## config.mk

```make
export PLATFORM = sky130hd
export DESIGN_NAME = password_lock_ctrl
export DESIGN_NICKNAME = d
export VERILOG_FILES = /design/src/rtl/password_lock_ctrl_pkg.sv /design/src/rtl/password_lock_ctrl_timer.sv /design/src/rtl/password_lock_ctrl.sv
export SDC_FILE = /design/constraint.sdc
export NUM_CORES = 1
export LEC_CHECK = 0
export ABC_AREA = 0
export CORE_MARGIN = 2
export CORE_UTILIZATION = 45
export DETAILED_ROUTE_END_ITERATION = 8
export GPL_ROUTABILITY_DRIVEN = 0
export PLACE_DENSITY_LB_ADDON = 0.3
export SYNTH_ARGS = -nofsm -noshare
export SYNTH_HDL_FRONTEND = slang
export SYNTH_HIERARCHICAL = 1
export SYNTH_SLANG_ARGS = --single-unit
export TNS_END_PERCENT = 100
```

## constraint.sdc

```tcl
create_clock -name clk -period 2.89 [get_ports clk]
set_clock_uncertainty 0.05 [all_clocks]
set_input_delay 0.4335 -clock clk [delete_from_list [all_inputs] [get_ports clk]]
set_output_delay 0.4335 -clock clk [all_outputs]
set_load 0.01 [all_outputs]
```

## src/rtl/password_lock_ctrl_pkg.sv

```systemverilog
// Shared types and default constants for the password attempt/lock controller.
package password_lock_ctrl_pkg;

  typedef enum logic [1:0] {
    ENTRY    = 2'd0,
    CHECK    = 2'd1,
    UNLOCKED = 2'd2,
    LOCKOUT  = 2'd3
  } lock_state_t;

  localparam int DEF_BITS_PER_TRY   = 4;
  localparam int DEF_MAX_FAILS      = 3;
  localparam int DEF_UNLOCK_CYCLES  = 8;
  localparam int DEF_LOCKOUT_CYCLES = 16;

  // Width holding max(a,b)-1, never narrower than one bit.
  function automatic int tmr_width(input int a, input int b);
    int m;
    m = (a > b) ? a : b;
    return ($clog2(m) < 1) ? 1 : $clog2(m);
  endfunction

endpackage

```

## src/rtl/password_lock_ctrl_timer.sv

```systemverilog
// Loadable down-counter with zero flag, shared by the unlock and lockout windows.
module lock_timer
  import password_lock_ctrl_pkg::*;
#(
  parameter int W = tmr_width(DEF_UNLOCK_CYCLES, DEF_LOCKOUT_CYCLES)
) (
  input  logic         clk,
  input  logic         rst_n,
  input  logic         load,
  input  logic [W-1:0] load_val,
  input  logic         dec,
  output logic         zero
);

  logic [W-1:0] cnt;

  always_ff @(posedge clk) begin
    if (!rst_n) begin
      cnt <= '0;
    end else if (load) begin
      cnt <= load_val;
    end else if (dec) begin
      cnt <= cnt - W'(1);
    end
  end

  assign zero = (cnt == '0);

endmodule

```

## src/rtl/password_lock_ctrl.sv

```systemverilog
// Frames serial key bits into fixed-length attempts, judges each attempt once,
// and runs a timed unlock window or a timed lockout after too many failures.
//
//   state    | meaning
//   ---------+-----------------------------------------------------------
//   ENTRY    | counting key bits of the current attempt
//   CHECK    | one cycle: detector match flag sampled, attempt judged
//   UNLOCKED | unlock window running on the shared timer
//   LOCKOUT  | lockout window running, key bits ignored
module password_lock_ctrl
  import password_lock_ctrl_pkg::*;
#(
  parameter int BITS_PER_TRY   = DEF_BITS_PER_TRY,
  parameter int MAX_FAILS      = DEF_MAX_FAILS,
  parameter int UNLOCK_CYCLES  = DEF_UNLOCK_CYCLES,
  parameter int LOCKOUT_CYCLES = DEF_LOCKOUT_CYCLES
) (
  input  logic                           clk,
  input  logic                           rst_n,
  input  logic                           bit_valid,
  input  logic                           match,
  output logic                           unlocked,
  output logic                           locked_out,
  output logic                           attempt_done,
  output logic                           attempt_ok,
  output logic [$clog2(MAX_FAILS+1)-1:0] fail_cnt
);

  localparam int FW = $clog2(MAX_FAILS + 1);
  localparam int BW = (BITS_PER_TRY > 1) ? $clog2(BITS_PER_TRY) : 1;
  localparam int TW = tmr_width(UNLOCK_CYCLES, LOCKOUT_CYCLES);

  lock_state_t   state;
  logic [BW-1:0] bit_cnt;
  logic          tmr_load;
  logic          tmr_dec;
  logic          tmr_zero;
  logic [TW-1:0] tmr_val;

  // The timer is loaded on the judging cycle with whichever window follows.
  assign tmr_load = (state == CHECK);
  assign tmr_val  = match ? TW'(UNLOCK_CYCLES - 1) : TW'(LOCKOUT_CYCLES - 1);
  assign tmr_dec  = ((state == UNLOCKED) || (state == LOCKOUT)) && !tmr_zero;

  lock_timer #(.W(TW)) u_timer (
    .clk      (clk),
    .rst_n    (rst_n),
    .load     (tmr_load),
    .load_val (tmr_val),
    .dec      (tmr_dec),
    .zero     (tmr_zero)
  );

  always_ff @(posedge clk) begin
    if (!rst_n) begin
      state        <= ENTRY;
      bit_cnt      <= '0;
      fail_cnt     <= '0;
      attempt_done <= 1'b0;
      attempt_ok   <= 1'b0;
      unlocked     <= 1'b0;
      locked_out   <= 1'b0;
    end else begin
      attempt_done <= 1'b0;
      attempt_ok   <= 1'b0;
      // Window flags follow the state one cycle later, so each stays high for
      // exactly the number of cycles the state spends in its window.
      unlocked     <= (state == UNLOCKED);
      locked_out   <= (state == LOCKOUT);

      case (state)
        ENTRY: begin
          if (bit_valid) begin
            if (bit_cnt == BW'(BITS_PER_TRY - 1)) begin
              bit_cnt <= '0;
              state   <= CHECK;
            end else begin
              bit_cnt <= bit_cnt + BW'(1);
            end
          end
        end

        CHECK: begin
          attempt_done <= 1'b1;
          attempt_ok   <= match;
          if (match) begin
            fail_cnt <= '0;
            state    <= UNLOCKED;
          end else if (int'(fail_cnt) + 1 < MAX_FAILS) begin
            fail_cnt <= fail_cnt + FW'(1);
            state    <= ENTRY;
          end else begin
            fail_cnt <= FW'(MAX_FAILS);
            state    <= LOCKOUT;
          end
        end

        UNLOCKED: begin
          if (tmr_zero) state <= ENTRY;
        end

        LOCKOUT: begin
          if (tmr_zero) begin
            fail_cnt <= '0;
            state    <= ENTRY;
          end
        end

        default: state <= ENTRY;
      endcase
    end
  end

endmodule

```

# Word level (Yosys, flattened, before mapping)
# Index checks and enable logic that the tools add are counted.
[op_classes] addsub=4 order_cmp=1 n_eq_ne=8 mux=14 n_reduce_logical=12
[op_table] op="$mux W2" n=8
[op_table] op="$mux W4" n=3
[op_table] op="$eq A2 B2 Y1 const B" n=3
[op_table] op="$ne A2 B2 Y1 const B" n=3
[op_table] op="$pmux W2 S3" n=1
[op_table] op="$reduce_and A2 Y1" n=3
[op_table] op="$add A2 B1 Y2 const B" n=2
[op_table] op="$logic_not A4 Y1" n=1
[op_table] op="$pmux W2 S2" n=1
[op_table] op="$reduce_bool A2 Y1" n=2
[op_table] op="$sub A4 B1 Y4 const B" n=1
[op_table] op="$add A2 B1 Y3 const B" n=1
[op_table] op="$lt A3 B2 Y1 const B" n=1
[op_table] op="$reduce_and A3 Y1" n=1
[op_table] op="$eq A2 B1 Y1 const B" n=1
[op_table] op="$logic_not A2 Y1" n=1
[op_table] op="$ne A2 B1 Y1 const B" n=1
[op_table] op="$reduce_or A2 Y1" n=1
[op_table] op="$logic_and A1 B1 Y1" n=1
[op_table] op="$logic_not A1 Y1" n=1
[op_table] op="$logic_or A1 B1 Y1" n=1
[op_table] op="$mux W1" n=1
[word_totals] regBits=14 in_bits=4 output_inout_bits=6 word_cells=47

# Longest topological paths before layout
# Gate-level depths: netlist (run 1).
[logic_depth] ltp_word=5 depth_mapped=8 ltp_nobuf=8

# Modules after synthesis
# The synthesis (run 1) kept the hierarchy.
[modules_own_cells] mod="password_lock_ctrl" n_inst=1 cells_per_inst=43 area_each_um2=445.4
[modules_own_cells] mod="lock_timer" n_inst=1 cells_per_inst=25 area_each_um2=222.7

# Worst setup path before layout (run 1)
# Ideal clock, no wire load.
[synth_path] path_kind="register to register" from="reg u_timer.cnt[0]" to="reg u_timer.cnt[3]" setup_time_ns=0.120 arrival_ns=1.471 t_required_ns=2.720 setup_slack_ns=1.249 stages_incl_launch_ff=9 synth_period_minus_slack_ns=1.641 path_cell_list="dfxtp_1 -> inv_1 -> ha_1 -> nor3b_1 -> nand2b_2 -> inv_2 -> nor4b_4 -> xnor2_1 -> a21oi_1"
[synth_between] elab_chain_cells=4 word_cells_on_any_way=7
[synth_lines] element="from (decl)" line="password_lock_ctrl_timer.sv:15" rtl="logic [W-1:0] cnt;"
[synth_lines] element="from (signal assigned)" line="password_lock_ctrl_timer.sv:21" rtl="cnt <= load_val;"
[synth_lines] element="from (signal assigned)" line="password_lock_ctrl_timer.sv:23" rtl="cnt <= cnt - W'(1);"
[synth_lines] element="$logic_not A4 Y1" line="password_lock_ctrl_timer.sv:27" rtl="assign zero = (cnt == '0);"
[synth_lines] element="via tmr_zero" line="password_lock_ctrl.sv:37" rtl="logic tmr_zero;"
[synth_lines] element="$logic_not A1 Y1" line="password_lock_ctrl.sv:43" rtl="assign tmr_dec = ((state == UNLOCKED) || (state == LOCKOUT)) && !tmr_zero;"
[synth_lines] element="$logic_and A1 B1 Y1" line="password_lock_ctrl.sv:43"
[synth_lines] element="via tmr_dec" line="password_lock_ctrl.sv:36" rtl="logic tmr_dec;"
[synth_lines] element="$reduce_bool A2 Y1 (no source line)"
# The timed path passes the listed nets, and every way through them passes these cells. The select of a mux whose other input is x is not followed.
# A chain may end at the register's enable or synchronous reset.

# Worst setup path after layout (run 1)
# Same ends and word-level chain as after synthesis.

==> out/summary.txt, run 1 <==
# DRC -> 0
Reg2Reg Depth -> 8
Reg power frac -> 61.5%
First-pass GRT wire length -> 1930 um
Crit path to -> u_timer/cnt[3]
Psw -> 0.0000664 W
CP max stage delay -> 0.42 ns
WS Path Type -> reg -> reg
Syn Inst Count -> 68
CP Launch Type -> flop
CP max FO -> 7
Clock power share -> 31.9%
Largest net degree at the start of global routing -> 14
Flop-to-flop setup slack -> 1.08 ns
Clk Tree Root Cell -> clkbuf_4
Die area -> 1810 sq um
Crit-path leading delay family -> simple AND/OR/NAND/NOR gates
H-tree depth -> 1
Number of cells on the critical path -> 8
Nets@finish -> 89
Leak Pwr -> 0.293 nW
Wire per inst -> 11.5 um
Synth Flop Type -> dfxtp_1
Hold Path Class -> reg -> reg
Pins over their slew limit -> 0
Total core area -> 1350 sq um
Routed WL -> 1100 um
Input/output buffers -> 9
Rows -> 13
Comb power frac -> 6.6%
IR drop worst, VDD -> 0.272 mV
Die Span Y -> 42.5 um
Worst EP required -> 3.00 ns
Final period utilization -> 62.7%
Initial DRT Pass Iterations -> 4
Syn avg cell area -> 9.83 sq um
Gr usage total -> 14.9%
Setup TNS -> 0 ns
Reg-to-Reg Start -> u_timer/cnt[0]
CTS tree -> done
Initial DRC count -> 7
CTS buffer count -> 3
CP Launch Point -> u_timer/cnt[0]
Vias in the first global route -> 449
R2r endpoint -> u_timer/cnt[3]
Tot Pwr -> 0.000323 W
Reg clk slew, reported paths -> 0.07 ns
Crit path time final -> 1.81 ns
CTS Hold Bufs -> 0
Die Wd -> 42.5 um
Overflow left after global routing -> 0
Post-synth cell types -> 31
Post-cts resize count -> 0
Crit-path cells -> inv_1 > ha_1 > nor3b_1 > nand2b_2 > inv_2 > nor4b_4 > xnor2_1 > a21oi_1
FF+latch count, synth -> 14
HP Start -> fail_cnt[0]
Initial antenna violation count -> 0
Postcts setup bufs -> 0
Sw Ratio -> 20.5%
Clk Latency, worst-skew pair -> 0.27 ns
YS warnings -> 6
Ys async rst share -> 0%
Post-synth EDFFs -> 0
Power density cells -> 406 nW/um^2
Clock Tree Buf Depth -> 2
Fillcell total -> 130
Worst Path Arrival -> 1.92 ns
CP max stage cell -> dfxtp_1
Area of the multi-input gates -> 358 sq um
Mapped cell area -> 668 sq um
Final number of hold-violating endpoints -> 0
Final setup vio count -> 0
Seq/Total Area, Yosys -> 41.9%
Antenna cells -> 0
Crit end category -> flop
Post-DRT Antenna Nets -> 0
Clock Sinks -> 14
Internal Power -> 0.000257 W
RSZ-0062 raised after global routing -> false
Vias -> 490
Initial core utilization -> 49.5%
Fmax achieved -> 552 MHz
Status -> finished clean
Max Cap Viol -> 0
Share of cells above drive strength 1 -> 14.8%
Area added between synthesis and finish -> 19.1%
Register Area -> 280 sq um
# IOs -> 10
Via density per instance -> 5.10
Crit path buf inv count -> 2
area by class of cell:
class | count | share of cell area [%]
multi-input cells | 48 | 45.0
flip-flops and latches | 14 | 35.2
inverters | 7 | 3.30
repair buffers | 9 | 11.3
well taps | 15 | 2.36
clock buffers | 3 | 2.83
logic make-up (layout without fill, tap and decap cells):
kind of cell,after synthesis,count (layout),share of synthesized area [%]
multiplexers,2,2,3.00
XOR/XNOR,3,3,3.93
buffers and inverters,8,19,5.62
flip-flops,14,14,41.9
adder cells (fa/ha/maj),2,2,3.74
AO/OA/AOI/OAI,16,16,16.9
AND/OR/NAND/NOR,22,22,24.3
other,1,3,0.561
synth_stat cells (2+ instances only):
master | n | share of area (%)
inv_1 | 6 | 3.4
a21oi_1 | 3 | 2.2
a21boi_0 | 2 | 2.2
nor2b_1 | 3 | 2.8
dfxtp_1 | 14 | 42
nor2_1 | 3 | 1.7
and2_1 | 2 | 1.9
mux2i_1 | 2 | 3.0
xnor2_1 | 2 | 2.6
o21ai_0 | 5 | 3.7
nand2_1 | 5 | 2.8
ha_1 | 2 | 3.7
cells in the final DEF (no fill, tap or decap), types with 3 or more instances in the layout:
master           count
nor2b_1              3
nand2_1              5
clkdlybuf4s50_1      9
o21ai_0              5
nor2_1               3
dfxtp_1             14
a21oi_1              3
clkbuf_4             3
conb_1               3
inv_1                6
metal layers:
layer  track usage (%)  share of wire, %  vias up
met5                 0                 0        -
met4              5.63               1.5        0
met3              7.76               5.6        2
met2              25.5                47       12
met1              15.2                46      222
li1                  -                 -      254
flip-flops by register name, indices dropped and copies added (netlist names):
| register | flops |
|---|---|
| attempt_done | 1 |
| unlocked | 1 |
| fail_cnt | 2 |
| attempt_ok | 1 |
| state | 2 |
| u_timer/cnt | 4 |
| locked_out | 1 |
| bit_cnt | 2 |
power by group through the flow:
stage / registers [W] / clock network (W) / logic (W)
6_report: 0.000199 / 0.000103 / 0.0000214
5_1_grt: 0.000199 / 0.000115 / 0.0000245
4_1_cts: 0.000199 / 0.000108 / 0.0000216
3_5_place_dp: 0.000203 / 0 / 0.0000214
3_3_place_gp: 0.000203 / 0 / 0.0000211
2_1_floorplan: 0.000203 / 0 / 0.0000132
stage by stage:
| step | worst slack (ns) | cell area [sq um] | utilization (%) | hold slack, ns | cells |
|---|---|---|---|---|---|
| 2_1_floorplan | 1.25 | 676 | - | 0.437 | 70 |
| 3_3_place_gp | 1.16 | 773 | 57.3 | 0.441 | 93 |
| 3_5_place_dp | 1.09 | 773 | 57.3 | 0.462 | 93 |
| 4_1_cts | 1.07 | 796 | 58.9 | 0.472 | 96 |
| 5_1_grt | 0.972 | 796 | 58.9 | 0.497 | 96 |
| 6_report | 1.08 | 796 | 58.9 | 0.469 | 96 |
worst reg2reg max path, delay by kind of cell, from the launching register on:
family | cells | cell delay, ns
adders and majority gates | 1 | 0.21
buffers and inverters | 2 | 0.22
xor gates and xnor gates | 1 | 0.15
AOI/OAI and AO/OA | 1 | 0.08
and+or+nand+nor | 3 | 0.58
DFF | 1 | 0.42
worst min path at each step:
stage | end | slack (ns) | depth (start not counted)
after floorplan | bit_cnt[1] | 0.44 | 2
after global placement | fail_cnt[0] | 0.44 | 2
after detailed placement | fail_cnt[0] | 0.46 | 2
after CTS | fail_cnt[0] | 0.47 | 2
after global routing | fail_cnt[0] | 0.50 | 2
final | fail_cnt[0] | 0.47 | 2
(Power assumes the default switching activity.)
==> inputs of run 2 (changes only) <==
clock period = 1.8 ns   (was 2.89 ns; I/O delays follow)
==> run 2 against run 1 <==
Compared with the run above:
- largest power group unchanged
- first-iteration DRC count down 29%
- critical path type unchanged
- count of clock-buffer cells in the layout grew 1
- final cell count increased by 3.1%
- clock power grew 120%
- highest routed layer unchanged
- sequential share of layout area is 1.1 points lower
- power rose by 80%
==> out/summary.txt, run 2 (synthesis results as in run 1) <==
Worst hold endpoint -> fail_cnt[0]
Rows -> 13 (unchanged)
Flop-to-flop setup slack -> 0.13 ns (-0.95 ns)
Crit path buf inv count -> 2 (unchanged)
Clk Tree Root Cell -> clkbuf_4
# IOs -> 10 (unchanged)
Power density cells -> 706 nW/um^2 (+74%)
Via density per instance -> 4.98 (-2.4%)
Overflow left after global routing -> 0 (unchanged)
Max Cap Viol -> 0 (unchanged)
Input/output buffers -> 9 (unchanged)
HP Start -> fail_cnt[0]
Die area -> 1810 sq um (unchanged)
Area added between synthesis and finish -> 23.6%
Post-DRT Antenna Nets -> 0 (unchanged)
M1 WL -> 554 um (+9.5%)
IR drop worst, VDD -> 0.419 mV (+54%)
Hold Path Class -> reg -> reg
Commonest non-fill, non-tap cell in the layout -> dfxtp_1
Fillcell total -> 129 (-0.77%)
R2r endpoint -> u_timer/cnt[3]
Initial DRT Pass Iterations -> 3 (-1)
Reg-to-Reg Start -> u_timer/cnt[1]
Place WS -> 0.0802 ns (-1.01 ns)
CTS buffer count -> 3 (unchanged)
Final setup vio count -> 0 (unchanged)
Hold Crit Depth -> 2 (unchanged)
Crit-path cells -> inv_1 > ha_1 > nor3b_1 > nand2b_2 > inv_2 > nor4b_4 > xnor2_1 > a21oi_1
Total core area -> 1350 sq um (unchanged)
Leak Pwr -> 0.311 nW (+6.4%)
Wire per inst -> 11.5 um (+0.23%)
Clock Tree Buf Depth -> 2 (unchanged)
Worst Path Arrival -> 1.79 ns (-0.13 ns)
Detailed placer's ending HPWL -> 808 um
Reg clk slew, reported paths -> 0.09 ns (+0.02 ns)
Crit-path leading delay family -> simple AND/OR/NAND/NOR gates
Die Span Y -> 42.5 um (unchanged)
Fmax achieved -> 599 MHz (+8.5%)
Final number of hold-violating endpoints -> 0 (unchanged)
Number of cells on the critical path -> 8 (unchanged)
Worst EP required -> 1.92 ns (-1.08 ns)
Final period utilization -> 92.8% (+30 points)
Routed WL -> 1140 um (+3.4%)
Largest register FFs -> 4 (unchanged)
Most frequent cells in the layout -> dfxtp_1, clkdlybuf4s50_1, inv_1, o21ai_0, nand2_1
First-pass GRT wire length -> 1920 um (-0.72%)
Initial DRC count -> 5 (-2)
Vias -> 493 (+0.61%)
WS Path Type -> reg -> reg
Detailed route wirelength on metal3 -> 53 um (-15%)
Clock Sinks -> 14 (unchanged)
Antenna cells -> 0 (unchanged)
Die Wd -> 42.5 um (unchanged)
Register Area -> 282 sq um (+0.45%)
RSZ-0062 raised after global routing -> false
Reg2Reg Depth -> 8 (unchanged)
Top layer reached by signal wires -> met4
Status -> finished clean
Tot Pwr -> 0.000583 W (+80%)
CTS Hold Bufs -> 0 (unchanged)
CTS tree -> done
# DRC -> 0 (unchanged)
Crit end category -> flop
Pins over their slew limit -> 0 (unchanged)
Initial antenna violation count -> 0 (unchanged)
CP Launch Type -> flop
Crit path time final -> 1.67 ns (-0.143 ns)
Share of cells above drive strength 1 -> 19.0% (+4.2 points)
Largest Register -> u_timer/cnt
Largest net degree at the start of global routing -> 14 (unchanged)
Vias in the first global route -> 459 (+2.2%)
Initial core utilization -> 49.5% (unchanged)
WL met2 -> 521 um (+0.97%)
CP max stage delay -> 0.37 ns (-0.05 ns)
Clk Latency, worst-skew pair -> 0.28 ns (about the same)
Gr usage total -> 14.4% (-0.52 points)
H-tree depth -> 1 (unchanged)
CP Launch Point -> u_timer/cnt[1]
Setup TNS -> 0 ns (unchanged)
Final worst setup slack -> 0.130 ns (-0.947 ns)
CP max FO -> 6 (-1)
Nets@finish -> 91 (+2.2%)
Area of the multi-input gates -> 358 sq um (unchanged)
CP max stage cell -> dfxtp_2
[run 2: cell count changes in the layout (fill, tap and decap cells not counted), sizes merged]
cell / delta
buf: +2
clkbuf: +1
[run 2: stage by stage]
stage	hold WS, ns	utilization [%]	instance area, sq um	cells
after floorplan	0.338	-	676	70
after global placement	0.437	58.4	788	95
after detailed placement	0.441	58.4	788	95
after CTS	0.454	61.1	825	99
after global routing	0.474	61.2	826	99
final	0.449	61.2	826	99
[run 2: worst max path at each step]
| stage | endpoint |
|---|---|
| 5_1_grt | u_timer/cnt[3] |
| 3_3_place_gp | u_timer/cnt[3] |
| 6_report | u_timer/cnt[3] |
| 3_5_place_dp | u_timer/cnt[3] |
| 4_1_cts | u_timer/cnt[3] |
| 2_1_floorplan | u_timer/cnt[3] |
[run 2: timing repair]
item                       in CTS  in global routing
resized for setup               0                  1
hold endpoints to repair        0                  0
setup buffers                   0                  0
setup endpoints to repair       0                  1
[run 2: routing by layer]
metal,GRT usage (%),vias to the layer above
li1,-,258
met1,17.3,222
met2,21.8,11
met3,5.17,2
met4,8.13,0
met5,0,-
[run 2: cell type report]
| cell class | instances | share of cell area, % |
|---|---|---|
| Multi-Input combinational cell | 48 | 43.3 |
| Sequential cell | 14 | 34.1 |
| Timing Repair Buffer | 11 | 12.7 |
| Clock buffer | 4 | 4.39 |
| Inverter | 7 | 3.18 |
| Tap cell | 15 | 2.27 |
[run 2: tightest hold or removal path, stage by stage, from the launching register on]
cell and delay [ns]:
dfxtp_1 0.35, o21ai_2 0.07, a21boi_2 0.05
[run 2: power breakdown]
part           internal [W]  switching [W]  total (W)
sequential         0.000315     0.00000409   0.000319
clock              0.000123       0.000105   0.000228
combinational     0.0000202      0.0000155  0.0000357
